File: config.mk
export PLATFORM = sky130hd
export DESIGN_NAME = golden_mac_row
export DESIGN_NICKNAME = d
export VERILOG_FILES = /design/src/rtl/gemm_result_checker_golden_mac_row.sv
export SDC_FILE = /design/constraint.sdc
export NUM_CORES = 1
export LEC_CHECK = 0
export CAP_MARGIN = 15
export CORE_MARGIN = 3
export CORE_UTILIZATION = 25
export DETAILED_ROUTE_END_ITERATION = 8
export PLACE_DENSITY = 0.41
export SLEW_MARGIN = 20
export SYNTH_ARGS = -nofsm -noshare
export SYNTH_HDL_FRONTEND = slang
export SYNTH_SLANG_ARGS = --single-unit
export TNS_END_PERCENT = 30
File: constraint.sdc
create_clock -name clk -period 3.8 [get_ports clk]
set_input_delay 0.38 -clock clk [delete_from_list [all_inputs] [get_ports clk]]
set_output_delay 0.38 -clock clk [all_outputs]
set_load 0.1 [all_outputs]
File: src/rtl/gemm_result_checker_golden_mac_row.sv
// golden_mac_row: N parallel signed multiply-accumulators.
//   clk, rst   : clock, asynchronous active-low reset
//   clear      : restart the row; accumulator starts from bias or zero
//   init_bias  : on clear, start from bias[n] instead of zero
//   step       : add a * b_row[n] this cycle (may coincide with clear)
//   a          : A scalar for the current k
//   b_row      : B row for the current k
//   bias       : bias vector
//   acc        : accumulated row, ACC_W bits signed per column
module golden_mac_row #(
   parameter int unsigned N               = 1,
   parameter int unsigned DATA_WIDTH_A    = 8,
   parameter int unsigned DATA_WIDTH_B    = 8,
   parameter int unsigned DATA_WIDTH_bias = 8,
   parameter int unsigned ACC_W           = 21
) (
   input  logic                            clk,
   input  logic                            rst,
   input  logic                            clear,
   input  logic                            init_bias,
   input  logic                            step,
   input  logic [DATA_WIDTH_A-1:0]         a,
   input  logic [N-1:0][DATA_WIDTH_B-1:0]  b_row,
   input  logic [N-1:0][DATA_WIDTH_bias-1:0] bias,
   output logic [N-1:0][ACC_W-1:0]         acc
);

   logic signed [ACC_W-1:0]  base [N];
   logic signed [ACC_W-1:0]  prod [N];
   logic [N-1:0][ACC_W-1:0]  acc_d;

   // clear and step together fold the k=0 product into the initial value.
   always_comb begin
      base  = '{default: '0};
      prod  = '{default: '0};
      acc_d = acc;
      for (int unsigned n = 0; n < N; n++) begin
         if (clear)
            base[n] = init_bias ? ACC_W'($signed(bias[n])) : '0;
         else
            base[n] = $signed(acc[n]);
         prod[n]  = step ? ACC_W'($signed(a)) * ACC_W'($signed(b_row[n])) : '0;
         acc_d[n] = base[n] + prod[n];
      end
   end

   always_ff @(posedge clk or negedge rst) begin
      if (!rst) acc <= '0;
      else      acc <= acc_d;
   end

endmodule

==> flow_metrics.tcl, run 1 <==
set metrics [dict create \
    worst-path-buf-inv 6 \
    avgSynthCellArea_sq_um 8.54 \
    fin_crit_ns 5.61 \
    rows 47 \
    drc 0 \
    final_cell_area_sq_um 6390 \
    cts_made_buffers 3 \
    grt_usage_pct 12.0 \
    synth.area.top_cells "fa_1 26%, ha_1 14%, dfrtp_1 12%" \
    fill_cells 1717 \
    die-area_sq_um 18800 \
    drv_cap 0 \
    syn_inst 502 \
    clkTransAtPathRegs_ns 0.06 \
    synth_cell_types 43 \
    grt_pass1_vias 3949 \
    drtAntennaViolNets 0 \
    cts.path.max_buffers 2 \
    gp_congestion 0.836 \
    initial_utilization_pct 25.7 \
    multi_input_area_sq_um 3770 \
    nets 800 \
    setup_slack_ns -1.81 \
    start_kind "input pin" \
    largest_reg_flops 21 \
    synthArstFlopShare_pct 100 \
    vias 3683 \
    yosysWarnings 0 \
    crit_type "input pin to flop" \
    drtPass1Iterations 4 \
    top_regs "acc x21" \
    cts_max_level 1 \
    pre_cts_ws_ns -2.73 \
    fmax_mhz 178 \
    syn_to_final_growth_pct 49.0 \
    drt_iter0_markers 130 \
    top_register "acc" \
    synthFlopType "dfrtp_1" \
    gr-total-overflow 0 \
    finalHoldViolations 0 \
    ys_top_cells_by_count "106 x inv_1, 56 x fa_1, 52 x and2_1" \
    finalMaxSlewViolations 0 \
    diodes 0 \
    yosys.area.top_type "fa_1" \
    relSlewSlack_pct 34.3 \
    synth_most_common_cell "inv_1" \
    rsz0062_at_grt "yes" \
    critPathArrivalTime_ns 5.78 \
    antenna_found_initial 0 \
    numPortBuffers 49 \
    synth_edf_count 0 \
    dpl_cell_area_sq_um 5910 \
    cts_tree "built" \
    grt_pass1_wl_mm 18.4 \
    layout-drive-gt1-share_pct 34.0 \
    cp.required_ns 3.98 \
    finalSetupViolCount 14 \
    cts.sinks 21 \
    hp-class "input pin to async pin" \
    cp_slowest_cell "fa_1" \
    ys_seq_elements 21 \
    wl_mm 10.9 \
    routed_via_density 4.16 \
    dieHeight_microns 137 \
    violations "negative setup slack" \
    post-route-period-util_pct 148 \
    finClkSkew_ns 0.0108 \
    yosysSeqAreaShare_pct 12.3 \
    synth.cell_area_sq_um 4290 \
    status "finished, violations left" \
    root_buffer "clkbuf_16" \
    max_stage_delay_ns 0.55 \
    wl_per_cell_microns 12.3 \
    reg2reg_setup_slack_ns 0.88 \
    cp_max_fo 6 \
    cp_top_family "adder cells" \
    synth.top_cell.area_share_pct 26.1 \
    end_kind "flop" \
    syn-num-nets 636 \
    grt_max_degree 22 \
    ioPinCount 50 \
    seqCellArea_sq_um 526 \
    cp_common_cell "fa_1" \
    dp_hpwl_mm 9.34 \
    hold_buffers 0 \
    die_w_microns 137 \
    clk_latency_ns 0.26 \
    core_sq_um 16700 \
    tightest_slew_ns 0.982 \
]
## metrics by stage
step,utilization [%],hold slack (ns),setup TNS [ns],cells
floorplan,-,0.0844,-15.68,502
global placement,35.4,0.701,-32.74,867
detailed placement,35.4,0.728,-33.12,867
CTS,37.2,0.712,-18.63,879
global route,38.2,0.134,-20.18,885
finish,38.2,0.0868,-17.11,885
## layout make-up
cell class,count,share of cell area (%)
multi-input combinational,370,59.1
timing repair buffer,164,20.9
clock buffer,4,1.23
sequential,21,8.23
inverter,106,6.23
tap,220,4.31
## metal layers
metal | global-route usage, % | wire, microns | up-vias
met4 | 2.61 | 139 | 0
met5 | 0 | 0 | -
met3 | 1.10 | 264 | 10
li1 | - | - | 1904
met2 | 21.6 | 5370 | 42
met1 | 15.7 | 5140 | 1727
## cell families after synthesis
kind of cell / share of synthesized area, %
mux: 0.263
simple gates: 17.7
fa+ha+maj: 40.4
xor+xnor: 6.33
flops: 12.3
buf+inv: 9.72
compound gates: 13.3
## worst paths after layout
kind	depth (start not counted)	to	from
max in group asynchronous	1	acc[9]	rst
worst min register to register	3	acc[0]	acc[0]
worst min-delay path	1	acc[20]	rst
worst max-delay path	26	acc[19]	a[3]
worst max register to register	13	acc[20]	acc[0]
min in group clk	3	acc[0]	acc[0]
## cell usage in the layout (no fill, tap or decap), drive strengths merged, types with 3 or more instances in the layout
| master | netlist | layout |
|---|---|---|
| buf | 0 | 132 |
| inv | 106 | 106 |
| fa | 56 | 56 |
| and2 | 52 | 52 |
| ha | 49 | 49 |
| nor2 | 48 | 48 |
| clkdlybuf4s50 | 0 | 32 |
| xnor2 | 22 | 22 |
| nand2 | 22 | 22 |
| dfrtp | 21 | 21 |
| a21oi | 21 | 21 |
| o21ai | 20 | 20 |
| o21a | 10 | 10 |
| nor2b | 10 | 10 |
| xor2 | 9 | 9 |
| a21o | 9 | 9 |
| o21bai | 5 | 5 |
| clkbuf | 5 | 4 |
| or3 | 4 | 4 |
| a31oi | 4 | 4 |
| and3 | 3 | 3 |
| a211oi | 3 | 3 |
| o211ai | 3 | 3 |
## what timing repair did
action                     4_1_cts  5_1_grt
setup endpoints to repair       17       15
resized for setup              120       46
pin swaps                       48       46
setup buffers                   10        6
gates cloned                     0        0
Power of run 1 is left out: the tool's default activity adds up to more than one toggle a clock period on the data nets, which glitch-free logic cannot reach.
==> inputs of run 2 (changes only) <==
==> constraint.sdc (replaced) <==
create_clock -name clk -period 3.8 [get_ports clk]
set_input_delay 0.76 -clock clk [delete_from_list [all_inputs] [get_ports clk]]
set_output_delay 0.76 -clock clk [all_outputs]
set_load 0.1 [all_outputs]
==> run 2 against run 1 <==
The flow still finishes with violations (negative setup slack). Setup slack lost 0.37 ns. Via count increased by 0.95%. Die area stayed put. Critical path depth down 3. Clock-buffer cell count is the same. Clock skew shrank 0.0016 ns. Critical path type unchanged. Sequential cell count unchanged. First-iteration DRC count fell by 26%. Register-to-register slack got worse by 0.05 ns. Cell count decreased by 0.90%. Fmax is 6.3% lower.
==> flow_metrics.tcl, run 2 (synthesis gave the netlist of run 1 again) <==
set metrics [dict create \
    top_regs "acc x21" \
    core_sq_um 16700 \
    crit_chain "buf_4 -> buf_4 -> and2_4 -> fa_1 -> inv_2 -> fa_1 -> inv_1 -> fa_1 -> inv_1 -> fa_1 -> inv_1 -> ha_4 -> nand2_1 -> o21ai_2 -> a2111oi_4 -> or3_4 -> a21oi_4 -> ha_4 -> a21o_1 -> buf_4 -> or3_1 -> a31oi_2 -> xnor2_1" \
    clk_latency_ns 0.25 \
    relSlewSlack_pct 34.3 \
    ioPinCount 50 \
    die-area_sq_um 18800 \
    finalMaxSlewViolations 0 \
    tightest_slew_ns 0.982 \
    rsz0062_at_grt "yes" \
    hp-class "input pin to async pin" \
    root_buffer "clkbuf_16" \
    gr-total-overflow 0 \
    grt_usage_pct 12.0 \
    drtAntennaViolNets 0 \
    max_stage_delay_ns 0.55 \
    cts.sinks 21 \
    initial_utilization_pct 25.7 \
    routed_via_density 4.24 \
    cp.required_ns 3.98 \
    crit_start "b_row[3]" \
    fin_crit_ns 5.98 \
    wl_per_cell_microns 12.1 \
    utilization_pct 37.9 \
    grt_pass1_wl_mm 18.5 \
    cp_top_family "adder cells" \
    finClkSkew_ns 0.00925 \
    dieHeight_microns 137 \
    cts_tree "built" \
    worst-path-buf-inv 7 \
    cts_max_level 1 \
    pre_cts_ws_ns -3.17 \
    critPathArrivalTime_ns 6.16 \
    reg2reg_from "acc[0]" \
    diodes 0 \
    drt_iter0_markers 96 \
    cp_slowest_cell "fa_1" \
    antenna_found_initial 0 \
    syn_to_final_growth_pct 47.5 \
    drc 0 \
    die_w_microns 137 \
    most-common-layout-cells "107 x buf_4, 96 x inv_1, 54 x fa_1" \
    fill_cells 1727 \
    dpl_cell_area_sq_um 5890 \
    grt_pass1_vias 4052 \
    rows 47 \
    crit_type "input pin to flop" \
    numPortBuffers 49 \
    grt_max_degree 22 \
    gp_congestion 0.803 \
    finalSetupViolCount 16 \
    status "finished, violations left" \
    end_kind "flop" \
    cp_max_fo 6 \
    drv_cap 0 \
    post-route-period-util_pct 157 \
    violations "negative setup slack" \
    cts_made_buffers 3 \
    fmax_mhz 167 \
    finalHoldViolations 0 \
    top_register "acc" \
    drtPass1Iterations 4 \
    start_kind "input pin" \
    setup_slack_ns -2.18 \
    layout-drive-gt1-share_pct 32.3 \
    wl_mm 10.6 \
    clkTransAtPathRegs_ns 0.06 \
    nets 792 \
    cp_common_cell "fa_1" \
    dp_hpwl_mm 9.20 \
    cts.path.max_buffers 2 \
    vias 3718 \
    final_cell_area_sq_um 6320 \
    final_common_cell "buf_4" \
    largest_reg_flops 21 \
]
-- run 2: changes by cell type in the layout (fill, tap and decap cells not counted), sizes merged --
cell | before | now
buf | 132 | 123
clkdlybuf4s15 | 0 | 1
-- run 2: what timing repair did --
action / 4_1_cts / 5_1_grt
setup buffers: 6 / 3
setup endpoints to repair: 17 / 16
gates resized for setup: 128 / 27
pin swaps: 63 / 36
hold buffers: 0 / 0
-- run 2: metrics by stage --
stage / hold slack [ns] / cells / setup TNS, ns
6_report: 0.473 / 877 / -22.89
5_1_grt: 0.511 / 877 / -26.01
4_1_cts: 0.736 / 874 / -23.28
3_5_place_dp: 0.717 / 864 / -39.29
3_3_place_gp: 0.701 / 864 / -39.07
2_1_floorplan: 0.464 / 502 / -21.45
-- run 2: metal layers --
layer,part of all wire (%),vias to the layer above,global-route usage (%)
li1,-,1892,-
met1,46,1786,15.4
met2,51,36,22.4
met3,2.2,4,0.735
met4,0.68,0,1.77
met5,0,-,0
-- run 2: cell type report --
class,instances,area [sq um],share of cell area (%)
Timing Repair Buffer,156,1270,20.1
Inverter,106,398,6.29
Tap cell,220,275,4.35
Clock buffer,4,78.8,1.25
Sequential cell,21,526,8.31
Multi-Input combinational cell,370,3780,59.7
-- run 2: final timing paths --
kind	end	slack [ns]	cells past startpoint
hold reg to reg	acc[0]	0.72	3
hold / removal	acc[10]	0.47	1
setup reg to reg	acc[20]	0.83	13
setup / recovery	acc[19]	-2.18	23
max in group asynchronous	acc[9]	2.99	1
min in group clk	acc[0]	0.72	3
Power of run 2 is left out for the same reason.
==> inputs of run 3 (changes only) <==
--- a/config.mk
+++ b/config.mk
@@ -5,12 +5,12 @@
 export SDC_FILE = /design/constraint.sdc
 export NUM_CORES = 1
 export LEC_CHECK = 0
-export CAP_MARGIN = 15
 export CORE_MARGIN = 3
 export CORE_UTILIZATION = 25
+export CTS_BUF_LIST = sky130_fd_sc_hd__clkbuf_8
 export DETAILED_ROUTE_END_ITERATION = 8
 export PLACE_DENSITY = 0.41
-export SLEW_MARGIN = 20
+export SLEW_MARGIN = 25
 export SYNTH_ARGS = -nofsm -noshare
 export SYNTH_HDL_FRONTEND = slang
 export SYNTH_SLANG_ARGS = --single-unit
==> run 3 against run 2 <==
The flow still finishes with violations (negative setup slack). Global-route usage hardly changed. Highest routed layer unchanged. First-iteration DRC count is 7.3% higher. Cell count stayed put. Critical path depth stayed put. Register-to-register slack hardly changed. Wire length hardly changed. Hold slack worse by 0.013 ns. Sequential share of layout area hardly changed. Sequential cell count stayed put. Largest cell class unchanged. Critical path type unchanged. Clock skew is 0.0020 ns higher. Via count is 0.19% higher. Fmax is 0.15% higher.
==> flow_metrics.tcl, run 3 (synthesis gave the netlist of run 1 again) <==
set metrics [dict create \
    status "finished, violations left" \
    violations "negative setup slack" \
    drtPass1Iterations 4 \
    dp_hpwl_mm 9.20 \
    dpl_cell_area_sq_um 5890 \
    drc 0 \
    relSlewSlack_pct 34.3 \
    fill_cells 1731 \
    fmax_mhz 167 \
    diodes 0 \
    drv_cap 0 \
    setup_slack_ns -2.17 \
    fin_crit_ns 5.97 \
    finalSetupViolCount 16 \
    tightest_slew_ns 0.982 \
    cts.sinks 21 \
    vias 3725 \
    numPortBuffers 49 \
    initial_utilization_pct 25.7 \
    cts_tree "built" \
    root_buffer "clkbuf_8" \
    cts_max_level 1 \
    die-area_sq_um 18800 \
    end_kind "flop" \
    final_common_cell "buf_4" \
    nets 792 \
    drt_iter0_markers 103 \
    drtAntennaViolNets 0 \
    post-route-period-util_pct 157 \
    wl_mm 10.6 \
    final_cell_area_sq_um 6310 \
    ioPinCount 50 \
    top_regs "acc x21" \
    gp_congestion 0.803 \
    cp.required_ns 3.99 \
    grt_usage_pct 12.0 \
    largest_reg_flops 21 \
    routed_via_density 4.25 \
    dieHeight_microns 137 \
    start_kind "input pin" \
    grt_pass1_wl_mm 18.5 \
    cts_made_buffers 3 \
    cts.path.max_buffers 2 \
    die_w_microns 137 \
    cp_max_fo 6 \
    syn_to_final_growth_pct 47.2 \
    layout-drive-gt1-share_pct 32.4 \
    rows 47 \
    whs_ns 0.460 \
    multi_input_area_sq_um 3800 \
    finalMaxSlewViolations 0 \
    wl_per_cell_microns 12.1 \
    grt_pass1_vias 4059 \
    grt_max_degree 22 \
    rsz0062_at_grt "yes" \
    fin_cells 877 \
    seqCellArea_sq_um 526 \
    hold_buffers 0 \
    critPathArrivalTime_ns 6.16 \
    top_register "acc" \
    antenna_found_initial 0 \
    clkTransAtPathRegs_ns 0.08 \
    crit_type "input pin to flop" \
    gr-total-overflow 0 \
    finClkSkew_ns 0.0112 \
    clk_latency_ns 0.26 \
    post-place-cells 864 \
    core_sq_um 16700 \
    finalHoldViolations 0 \
    fin_tns_setup_ns -22.58 \
    most-common-layout-cells "106 x buf_4, 97 x inv_1, 54 x fa_1" \
    hp-class "input pin to async pin" \
]
[run 3: worst paths after layout]
| path | start | to | slack [ns] | depth (start not counted) |
|---|---|---|---|---|
| min in group clk | acc[0] | acc[0] | 0.73 | 3 |
| worst min-delay path | rst | acc[20] | 0.46 | 1 |
| worst min register to register | acc[0] | acc[0] | 0.73 | 3 |
| worst max register to register | acc[0] | acc[20] | 0.83 | 13 |
| worst max-delay path | b_row[3] | acc[19] | -2.17 | 23 |
| max in group asynchronous | rst | acc[9] | 3.00 | 1 |
[run 3: stage by stage]
stage	setup WS, ns	util [%]
6_report	-2.17	37.8
2_1_floorplan	-2.10	-
5_1_grt	-2.39	37.8
3_5_place_dp	-3.17	35.3
3_3_place_gp	-3.15	35.3
4_1_cts	-2.23	36.9
[run 3: routing by layer]
layer | GRT usage, % | wire length (microns) | up-vias
met5 | 0 | 0 | -
li1 | - | - | 1889
met4 | 1.77 | 72 | 0
met3 | 0.735 | 251 | 4
met2 | 22.4 | 5510 | 41
met1 | 15.3 | 4800 | 1791
[run 3: layout make-up]
cell class                 count  area share [%]
clock inverter                 1          0.0595
sequential                    21            8.33
multi-input combinational    370            60.1
tap                          220            4.36
clock buffer                   3           0.654
inverter                     106            6.30
timing repair buffer         156            20.2
[run 3: repair_timing]
item                                    4_1_cts  5_1_grt
gates resized for setup                     130       28
endpoints found under the setup margin       17       16
setup buffers                                 7        2
pin swaps                                    63       33
[run 3: worst max-delay path: stages]
cell	delay, ns
buf_4	0.14
buf_4	0.14
and2_4	0.16
fa_1	0.55
inv_2	0.06
fa_1	0.53
inv_1	0.05
fa_1	0.53
inv_1	0.05
fa_1	0.52
inv_1	0.06
ha_4	0.28
nand2_1	0.06
o21ai_2	0.20
a2111oi_4	0.11
or3_4	0.39
a21oi_4	0.30
ha_4	0.27
a21o_1	0.18
buf_4	0.14
or3_1	0.35
a31oi_2	0.20
xnor2_1	0.13
Power of run 3 is left out for the same reason.
